`config.mk`:
```
export PLATFORM = sky130hd
export DESIGN_NAME = light_monitor
export DESIGN_NICKNAME = d
export VERILOG_FILES = /design/src/rtl/light_monitor.sv
export SDC_FILE = /design/constraint.sdc
export NUM_CORES = 1
export LEC_CHECK = 0
export BUFFER_PORTS_ARGS = -buffer_cell sky130_fd_sc_hd__buf_2
export CAP_MARGIN = 20
export CORE_ASPECT_RATIO = 0.5
export CORE_MARGIN = 4
export CORE_UTILIZATION = 55
export CTS_BUF_LIST = sky130_fd_sc_hd__clkbuf_2
export CTS_CLUSTER_SIZE = 28
export DETAILED_ROUTE_END_ITERATION = 8
export HOLD_SLACK_MARGIN = 0.08
export PLACE_DENSITY = 0.84
export SLEW_MARGIN = 20
export SYNTH_ARGS = -nofsm -noshare
export SYNTH_HDL_FRONTEND = slang
export SYNTH_SLANG_ARGS = --single-unit
```
`constraint.sdc`:
```
create_clock -name CLOCK_50 -period 10.9 [get_ports CLOCK_50]
set_clock_uncertainty 0.15 [all_clocks]
set_input_delay 2.18 -clock CLOCK_50 [delete_from_list [all_inputs] [get_ports CLOCK_50]]
set_output_delay 2.18 -clock CLOCK_50 [all_outputs]
set_load 0.01 [all_outputs]
```
`src/rtl/light_monitor.sv`:
```
// rtl/light_monitor.sv - observer that decodes a traffic-light controller's lamps and countdown and flags anomalies
//
// Purpose:
//   Watches the lamp and seven-segment outputs of a light controller. On every
//   tick strobe it decodes the lamp phase and the two-digit countdown. It tracks
//   how long each phase lasts and checks that the countdown steps down by one
//   within a phase. Undecodable symbols and sequence breaks are reported through
//   sticky flags and a saturating event counter.
//
// Ports:
//   CLOCK_50  in   1  system clock, rising edge
//   SW[0]     in   1  synchronous active-high reset
//   tick      in   1  one-cycle strobe: observed outputs are stable, sample them
//   LEDG_in   in   1  observed green lamp
//   LEDR_in   in  18  observed red (bit 17) and amber (bit 0) lamps
//   HEX1_in   in   8  observed tens digit, active-low segments
//   HEX0_in   in   8  observed ones digit, active-low segments
//   phase     out  2  0=OFF 1=GREEN 2=RED 3=AMBER
//   value     out  7  decoded countdown, tens*10+ones
//   run_len   out  7  ticks in the current phase, including this one (sat. 127)
//   last_len  out  7  final run_len of the previous phase
//   err_sym   out  1  sticky: an undecodable digit or lamp symbol was seen
//   err_seq   out  1  sticky: the countdown failed to step down by one
//   err_cnt   out  8  ticks carrying at least one error, saturating at 255

module light_monitor (
   input  logic        CLOCK_50,
   input  logic [0:0]  SW,
   input  logic        tick,
   input  logic        LEDG_in,
   input  logic [17:0] LEDR_in,
   input  logic [7:0]  HEX1_in,
   input  logic [7:0]  HEX0_in,
   output logic [1:0]  phase,
   output logic [6:0]  value,
   output logic [6:0]  run_len,
   output logic [6:0]  last_len,
   output logic        err_sym,
   output logic        err_seq,
   output logic [7:0]  err_cnt
);

   localparam logic [1:0] PH_OFF   = 2'd0;
   localparam logic [1:0] PH_GREEN = 2'd1;
   localparam logic [1:0] PH_RED   = 2'd2;
   localparam logic [1:0] PH_AMBER = 2'd3;

   localparam logic [17:0] LAMP_RED   = 18'h20000;
   localparam logic [17:0] LAMP_AMBER = 18'h00001;

   localparam logic [6:0] RUN_MAX = 7'd127;
   localparam logic [7:0] CNT_MAX = 8'hFF;

   typedef enum logic {
      SYNC  = 1'b0,
      TRACK = 1'b1
   } state_t;

   state_t state, state_nxt;

   logic       rst;
   logic [1:0] phase_nxt;
   logic [6:0] value_nxt;
   logic [6:0] run_len_nxt;
   logic [6:0] last_len_nxt;
   logic       err_sym_nxt;
   logic       err_seq_nxt;
   logic [7:0] err_cnt_nxt;

   // decoded sample
   logic       tens_ok, ones_ok, lamp_ok;
   logic [3:0] tens, ones;
   logic [1:0] lamp_phase;
   logic [6:0] sample_value;
   logic       sym_bad;
   logic       seq_bad;
   logic       err_event;

   assign rst = SW[0];

   // Active-low seven-segment patterns for digits 0..9 (bit 7 is the dot,
   // which must be off).
   function automatic logic [4:0] seg_decode(input logic [7:0] seg);
      logic [4:0] r;
      case (seg)
         8'hC0:   r = {1'b1, 4'd0};
         8'hF9:   r = {1'b1, 4'd1};
         8'hA4:   r = {1'b1, 4'd2};
         8'hB0:   r = {1'b1, 4'd3};
         8'h99:   r = {1'b1, 4'd4};
         8'h92:   r = {1'b1, 4'd5};
         8'h82:   r = {1'b1, 4'd6};
         8'hF8:   r = {1'b1, 4'd7};
         8'h80:   r = {1'b1, 4'd8};
         8'h90:   r = {1'b1, 4'd9};
         default: r = {1'b0, 4'd0};
      endcase
      return r;
   endfunction

   always_comb begin
      {tens_ok, tens} = seg_decode(HEX1_in);
      {ones_ok, ones} = seg_decode(HEX0_in);
   end

   // tens*10 + ones, built from shifts so no multiplier is needed
   assign sample_value = {tens, 3'b000} + {2'b00, tens, 1'b0} + {3'b000, ones};

   // Exactly one lamp lit, or none; anything else is a broken symbol.
   always_comb begin
      lamp_ok    = 1'b1;
      lamp_phase = PH_OFF;
      if (LEDG_in && (LEDR_in == 18'h0)) begin
         lamp_phase = PH_GREEN;
      end else if (!LEDG_in && (LEDR_in == LAMP_RED)) begin
         lamp_phase = PH_RED;
      end else if (!LEDG_in && (LEDR_in == LAMP_AMBER)) begin
         lamp_phase = PH_AMBER;
      end else if (!LEDG_in && (LEDR_in == 18'h0)) begin
         lamp_phase = PH_OFF;
      end else begin
         lamp_ok = 1'b0;
      end
   end

   assign sym_bad = !(tens_ok && ones_ok && lamp_ok);

   // A value of 0 has no legal successor in the same phase, so the down-wrap
   // is caught explicitly rather than relying on 7-bit wraparound.
   always_comb begin
      seq_bad = 1'b0;
      if (tick && !sym_bad && (state == TRACK) && (lamp_phase == phase)) begin
         seq_bad = (value == 7'd0) || (sample_value != (value - 7'd1));
      end
   end

   assign err_event = tick && (sym_bad || seq_bad);

   // Next-state and next-output logic
   always_comb begin
      state_nxt    = state;
      phase_nxt    = phase;
      value_nxt    = value;
      run_len_nxt  = run_len;
      last_len_nxt = last_len;
      err_sym_nxt  = err_sym;
      err_seq_nxt  = err_seq;
      err_cnt_nxt  = err_cnt;

      if (tick) begin
         if (sym_bad) begin
            // Tracked state is frozen; resynchronise on the next clean tick.
            err_sym_nxt = 1'b1;
            state_nxt   = SYNC;
         end else begin
            case (state)
               SYNC: begin
                  phase_nxt   = lamp_phase;
                  value_nxt   = sample_value;
                  run_len_nxt = 7'd1;
                  state_nxt   = TRACK;
               end
               TRACK: begin
                  value_nxt = sample_value;
                  if (lamp_phase == phase) begin
                     if (seq_bad) begin
                        err_seq_nxt = 1'b1;
                     end
                     if (run_len != RUN_MAX) begin
                        run_len_nxt = run_len + 7'd1;
                     end
                  end else begin
                     phase_nxt    = lamp_phase;
                     last_len_nxt = run_len;
                     run_len_nxt  = 7'd1;
                  end
               end
               default: state_nxt = SYNC;
            endcase
         end

         // One count per erroneous tick, however many faults it carries.
         if (err_event && (err_cnt != CNT_MAX)) begin
            err_cnt_nxt = err_cnt + 8'd1;
         end
      end
   end

   // State register; reset overrides any coincident tick.
   always_ff @(posedge CLOCK_50) begin
      if (rst) begin
         state    <= SYNC;
         phase    <= PH_OFF;
         value    <= 7'd0;
         run_len  <= 7'd0;
         last_len <= 7'd0;
         err_sym  <= 1'b0;
         err_seq  <= 1'b0;
         err_cnt  <= 8'd0;
      end else begin
         state    <= state_nxt;
         phase    <= phase_nxt;
         value    <= value_nxt;
         run_len  <= run_len_nxt;
         last_len <= last_len_nxt;
         err_sym  <= err_sym_nxt;
         err_seq  <= err_seq_nxt;
         err_cnt  <= err_cnt_nxt;
      end
   end

endmodule

```
==> run metrics, run 1 <==
Worst-Skew Late Latency=approximately 0.37 ns; CP cell instances=buf_2, or3_1, a21oi_1, a31oi_1, nor3b_1, fa_1, inv_1, fa_1, xor2_1, or4bb_1, nand3_1, nand4b_1, nor3_4, o21ai_1, mux2_1; Yosys warning count=0; Via Count=between 2000 and 3000; Post-synth EDFFs=0; Post-CTS Hold Fix Bufs=0; DR DRC count=0; clk buf depth=2; Mapped Avg Cell Area=8.30 um2; Worst Setup Start Kind=primary input; met2 Track Usage GR=33.5%; Post-Route WL=just over 6000 um; Peak VDD IR=~69 uV; xor-xnor portion of the synthesized cell area=between 5 and 6%; complex-gate fraction of the synthesized area=17.5%; kind of critical path=in2reg; TritonCTS clock tree=yes; Mapped Cells=300; initial antenna violation count=0; Synth area leaders=dfxtp_1 (27%), nor2_1 (5.3%), ha_1 (5.0%); postcts setup bufs=0; Post-synth ARST share=0%; CTS Buf Count=5; cts repair resizes=0; overflow left after global routing=0; slowest stage cell, crit path=fa_1; Switch Pwr=roughly 0.057 mW; CP arrival=a little over 6 ns; Post-Synth Adder-Cell Area=between 6 and 7%; run status=finished, final reports clean; leakage power=1.22 nW; GR Util All Layers=between 20% and 30%; count of final setup violators=0; first-pass GRT wire length=between 9000 and 10000 um; n_diodes=0; sequential group share of total power=59.6%; Nets=roughly 420; Final Cycle Share=roughly 56%; delay-heaviest family, CP=simple AND/OR/NAND/NOR gates; Least-Margin Pin Slew=slightly above 0.8 ns; RSZ-0062 raised after global routing=false; largest family of logic cells by synthesized area=simple AND/OR/NAND/NOR gates; Tmin final=6.07 ns; register area share after synthesis=approximately 27%; layout overhead on the synthesized area=16.6%; Final Hold Viols=0; initial core utilization=60.4%; number of DRC markers in iteration 0=between 100 and 150; share of cells above drive strength 1=~25%; multiplexer share of the synthesized area=under 10%; wire per inst=approximately 15 um; Non-Filler Instances=421; CP most frequent cell=fa_1; full die area=around 5700 um2; clock net sink count=34; Via density=between 5 and 6; Slew Limit Headroom=between 40% and 50%; HP Class=reg2reg; total of max-cap violations=0; Clock power frac=a little over a quarter; Synth top area share=27.3%; post-synth top area cell=dfxtp_1; Max stage delay on crit path=0.51 ns; met1 Use GR=between 20 and 30%; switching share of total power=about 27%; Buffers & Inverters on Critical Path=2; DP Cell Count=about 410; pwr dens=73.2 nW/um2; Yosys reg bits=34; first-pass detailed-route iteration total=4; Core Area=4120 um2; Critical Path RT=between 10 and 15 ns; simple logic cell fraction of the synthesized area=32.3%; fmax=between 0.15 and 0.2 GHz; number of global-route vias before repair=~2300; most frequent cells after synthesis=nor2_1 (35), dfxtp_1 (34), a21oi_1 (22); CTS H-Tree Depth=2; clk root buf=clkbuf_2; Die W=roughly 100 um; Antenna Nets Post-Route=0; Worst setup EP type=flip-flop; combinational share of power=14.2%; Site Rows=16; DP HPWL=4700 um; # IOs=approximately 70; die height=~56 um; Top Usage Layer GRT=met2; Final Max Slew Viols=0; CP Max Fanout=7; Post-Syn Area=between 2000 and 2500 um2; clock-pin transition on the worst setup and hold timing paths=roughly 0.15 ns; pin count of the biggest net entering global routing=43; most common cell in the netlist=nor2_1; GPL Wtd Cong=0.870; Port Buffers=70; met3 Usage GRT=4.01%; cell-internal power=between 0.15 and 0.2 mW; post-synth cell types=57; Synthesized Nets=350; setup TNS=0 ns; top_reg_cell synth=dfxtp_1
metrics by stage:
stage          area, um2  setup WS (ns)  utilization (%)  hold WS, ns  power, mW
2_1_floorplan       2490           4.90                -        0.299      0.146
3_3_place_gp        2870           4.61             69.6        0.310      0.158
3_5_place_dp        2870           4.49             69.6        0.314      0.159
4_1_cts             2900           4.88             70.4        0.333      0.213
5_1_grt             2900           4.54             70.4        0.369      0.222
6_report            2900           4.83             70.4        0.334      0.213
state kept, by name, summed over array words and instances (netlist names):
signal    count
run_len       7
state         1
err_cnt       8
err_seq       1
err_sym       1
value         7
last_len      7
phase         2
cells in the final DEF, fill, tap and decap left out, types with 5 or more instances in the layout:
master and count:
nor2b_1 10, a21oi_1 22, nor2_1 35, nand3_1 8, mux2_1 7, nand4_1 6, nor4_1 9, clkbuf_2 7
o21ai_0 7, nand2b_1 13, buf_2 70, nand2_1 21, xnor2_1 10, dfxtp_1 34, o31ai_1 5, inv_1 9
ha_1 10, nor3_1 7, mux2i_1 10
worst reg2reg max path: cells and delay by family, from the launching register on:
| kind | cells | cell delay (ns) |
|---|---|---|
| buffers and inverters | 1 | 0.13 |
| and+or+nand+nor | 4 | 1.11 |
| xor gates and xnor gates | 1 | 0.20 |
| muxes | 1 | 0.34 |
| adders and majority gates | 1 | 0.22 |
| AOI/OAI and AO/OA | 1 | 0.18 |
| DFF | 1 | 0.36 |
logic make-up after synthesis:
family | count (synthesis)
simple gates | 143
flops | 34
fa+ha+maj | 12
mux | 17
compound gates | 59
buf+inv | 20
xor+xnor | 15
cell type report:
type / count / area (um2)
sequential: 34 / 681
timing repair buffer: 71 / 358
fill: 343 / 1220
multi-input combinational: 246 / 1730
inverter: 9 / 33.8
clock buffer: 7 / 35.0
tap: 54 / 67.6
per-layer routing:
| metal | up-vias | routed length (um) |
|---|---|---|
| met5 | - | 0 |
| met4 | 0 | 35 |
| met3 | 6 | 518 |
| met2 | 107 | 2820 |
| met1 | 1162 | 2760 |
| li1 | 1233 | - |
power by group through the flow:
stage / sequential [mW] / clock (mW) / combinational (mW)
CTS: 0.127 / 0.0567 / 0.0301
detailed placement: 0.129 / 0 / 0.0299
finish: 0.127 / 0.0556 / 0.0302
global route: 0.127 / 0.0614 / 0.0334
global placement: 0.129 / 0 / 0.0284
floorplan: 0.130 / 0 / 0.0163
final timing paths:
check	startpoint	end	slack (ns)	depth (start not counted)
min reg2reg	state$_SDFFE_PP0P_	state$_SDFFE_PP0P_	0.33	2
min	state$_SDFFE_PP0P_	state$_SDFFE_PP0P_	0.33	2
max	HEX1_in[3]	err_cnt[0]$_SDFFE_PP0P_	4.83	15
max reg2reg	value[0]$_SDFFE_PP0P_	err_cnt[0]$_SDFFE_PP0P_	8.12	9
Note: power is estimated with default switching activity, not from simulation.
==> inputs of run 2 (changes only) <==
--- a/config.mk
+++ b/config.mk
@@ -9,12 +9,12 @@
 export CAP_MARGIN = 20
 export CORE_ASPECT_RATIO = 0.5
 export CORE_MARGIN = 4
-export CORE_UTILIZATION = 55
+export CORE_UTILIZATION = 54
 export CTS_BUF_LIST = sky130_fd_sc_hd__clkbuf_2
 export CTS_CLUSTER_SIZE = 28
 export DETAILED_ROUTE_END_ITERATION = 8
 export HOLD_SLACK_MARGIN = 0.08
-export PLACE_DENSITY = 0.84
+export PLACE_DENSITY = 0.82
 export SLEW_MARGIN = 20
 export SYNTH_ARGS = -nofsm -noshare
 export SYNTH_HDL_FRONTEND = slang
==> constraint.sdc (replaced) <==
create_clock -name CLOCK_50 -period 5.7 [get_ports CLOCK_50]
set_clock_uncertainty 0.15 [all_clocks]
set_input_delay 1.14 -clock CLOCK_50 [delete_from_list [all_inputs] [get_ports CLOCK_50]]
set_output_delay 1.14 -clock CLOCK_50 [all_outputs]
set_load 0.01 [all_outputs]
==> run metrics, run 2 (synthesis results as in run 1) <==
Tmin final=roughly 5 ns; FF/Latch Area=roughly 680 um2; switching share of total power=between 20% and 30%; TritonCTS clock tree=yes; n_diodes=0; full die area=5830 um2; clk root buf=clkbuf_2; Final Hold Viols=0; Peak VDD IR=~90 uV; Pwr Total=a little over 0.4 mW; pwr dens=~140 nW/um2; Via Count=2459; most frequent cells in the layout=buf_2 (70), nor2_1 (35), dfxtp_1 (34); delay-heaviest family, CP=simple AND/OR/NAND/NOR gates; Design Area, Final=between 2000 and 3000 um2; slowest stage cell, crit path=fa_1; DP HPWL=~4800 um; Die W=about 100 um; # IOs=just over 70; Clock power frac=about a quarter; first-pass detailed-route iteration total=4; combinational share of power=about 14%; Nets=between 400 and 500; Via density=around 5.8; Post-CTS Hold Fix Bufs=0; Buffers & Inverters on Critical Path=2; clock net sink count=34; CP most frequent cell=fa_1; clk buf depth=2; first-pass GRT wire length=between 10000 and 15000 um; Least-Margin Pin Slew=between 0.8 and 0.9 ns; CP arrival=a little over 5 ns; Switch Pwr=0.119 mW; Largest register FFs=8; count of final setup violators=0; total of max-cap violations=0; CTS Buf Count=5; DR DRC count=0; postcts setup bufs=0; number of global-route vias before repair=2240; initial antenna violation count=0; CP cell instances=buf_2, nand2b_4, or4_1, o32ai_2, fa_1, inv_1, fa_1, xor2_1, or4bb_1, nand3_1, nand4b_1, nor3_4, o21ai_1, mux2_1; Top reg by flops=err_cnt; clock-pin transition on the worst setup and hold timing paths=approximately 0.18 ns; pin count of the biggest net entering global routing=43; Core Area=approximately 4400 um2; Port Buffers=70; leakage power=between 1 and 1.5 nW; Post-Route WL=6190 um; Worst setup EP type=flip-flop; Worst Setup Start Kind=primary input; RSZ-0062 raised after global routing=false; GR Util All Layers=between 20% and 30%; Slew Limit Headroom=~45%; Final Max Slew Viols=0; number of DRC markers in iteration 0=around 100; fillers=around 370; overflow left after global routing=0; share of cells above drive strength 1=24.5%; setup TNS=0 ns; Max stage delay on crit path=~0.54 ns; kind of critical path=in2reg; Placed Area=roughly 2900 um2; Antenna Nets Post-Route=0; die height=approximately 56 um; fmax=about 0.2 GHz; run status=finished, final reports clean; commonest non-fill, non-tap cell in the layout=buf_2; HP Class=reg2reg; Final Cycle Share=between 80% and 90%; layout overhead on the synthesized area=16.8%; CP Max Fanout=7; Critical Path RT=~6 ns; cell-internal power=0.291 mW; GPL Wtd Cong=between 0.8 and 0.9; sequential group share of total power=59.2%; CTS H-Tree Depth=2; DP Cell Count=417; Non-Filler Instances=425; initial core utilization=56.3%; multi-input gate area in the final layout=around 1700 um2; Worst-Skew Late Latency=~0.38 ns; cts repair resizes=0; Site Rows=17; wire per inst=about 15 um
run 2: cell type report:
| type | count | share of cell area [%] |
|---|---|---|
| Clock buffer | 5 | 0.860 |
| Timing Repair Buffer | 71 | 12.3 |
| Clock inverter | 3 | 0.387 |
| Multi-Input combinational cell | 246 | 59.4 |
| Tap cell | 57 | 2.45 |
| Inverter | 9 | 1.16 |
| Sequential cell | 34 | 23.4 |
run 2: worst paths after layout:
kind / start / to / slack, ns / cells past startpoint
max: HEX1_in[2] / err_cnt[0]$_SDFFE_PP0P_ / 0.70 / 14
min: value[1]$_SDFFE_PP0P_ / value[1]$_SDFFE_PP0P_ / 0.34 / 2
max reg2reg: value[0]$_SDFFE_PP0P_ / err_cnt[0]$_SDFFE_PP0P_ / 2.99 / 9
min reg2reg: value[1]$_SDFFE_PP0P_ / value[1]$_SDFFE_PP0P_ / 0.34 / 2
run 2: stage by stage:
| step | setup WS (ns) | hold WS (ns) | utilization [%] |
|---|---|---|---|
| finish | 0.700 | 0.344 | 65.8 |
| global route | 0.412 | 0.374 | 65.8 |
| CTS | 0.698 | 0.345 | 65.8 |
| detailed placement | 0.292 | 0.324 | 64.9 |
| global placement | 0.448 | 0.311 | 64.9 |
| floorplan | 0.736 | 0.299 | - |
run 2: worst min-delay path: stages, from the launching register on:
cell and delay [ns]:
dfxtp_1 0.37, nand2_1 0.06, a21oi_1 0.05
run 2: metal layers:
| metal | global-route usage [%] | part of all wire (%) | vias to the layer above |
|---|---|---|---|
| met5 | 0 | 0 | - |
| met4 | 7.58 | 1.6 | 0 |
| met3 | 4.63 | 5.1 | 11 |
| met2 | 36.2 | 48 | 65 |
| met1 | 25.6 | 45 | 1145 |
| li1 | - | - | 1238 |
run 2: power by group through the flow:
stage	clock network, mW	logic (mW)	registers [mW]
2_1_floorplan	0	0.0311	0.248
6_report	0.109	0.0581	0.243
3_5_place_dp	0	0.0574	0.247
4_1_cts	0.110	0.0577	0.242
3_3_place_gp	0	0.0543	0.247
5_1_grt	0.121	0.0642	0.243
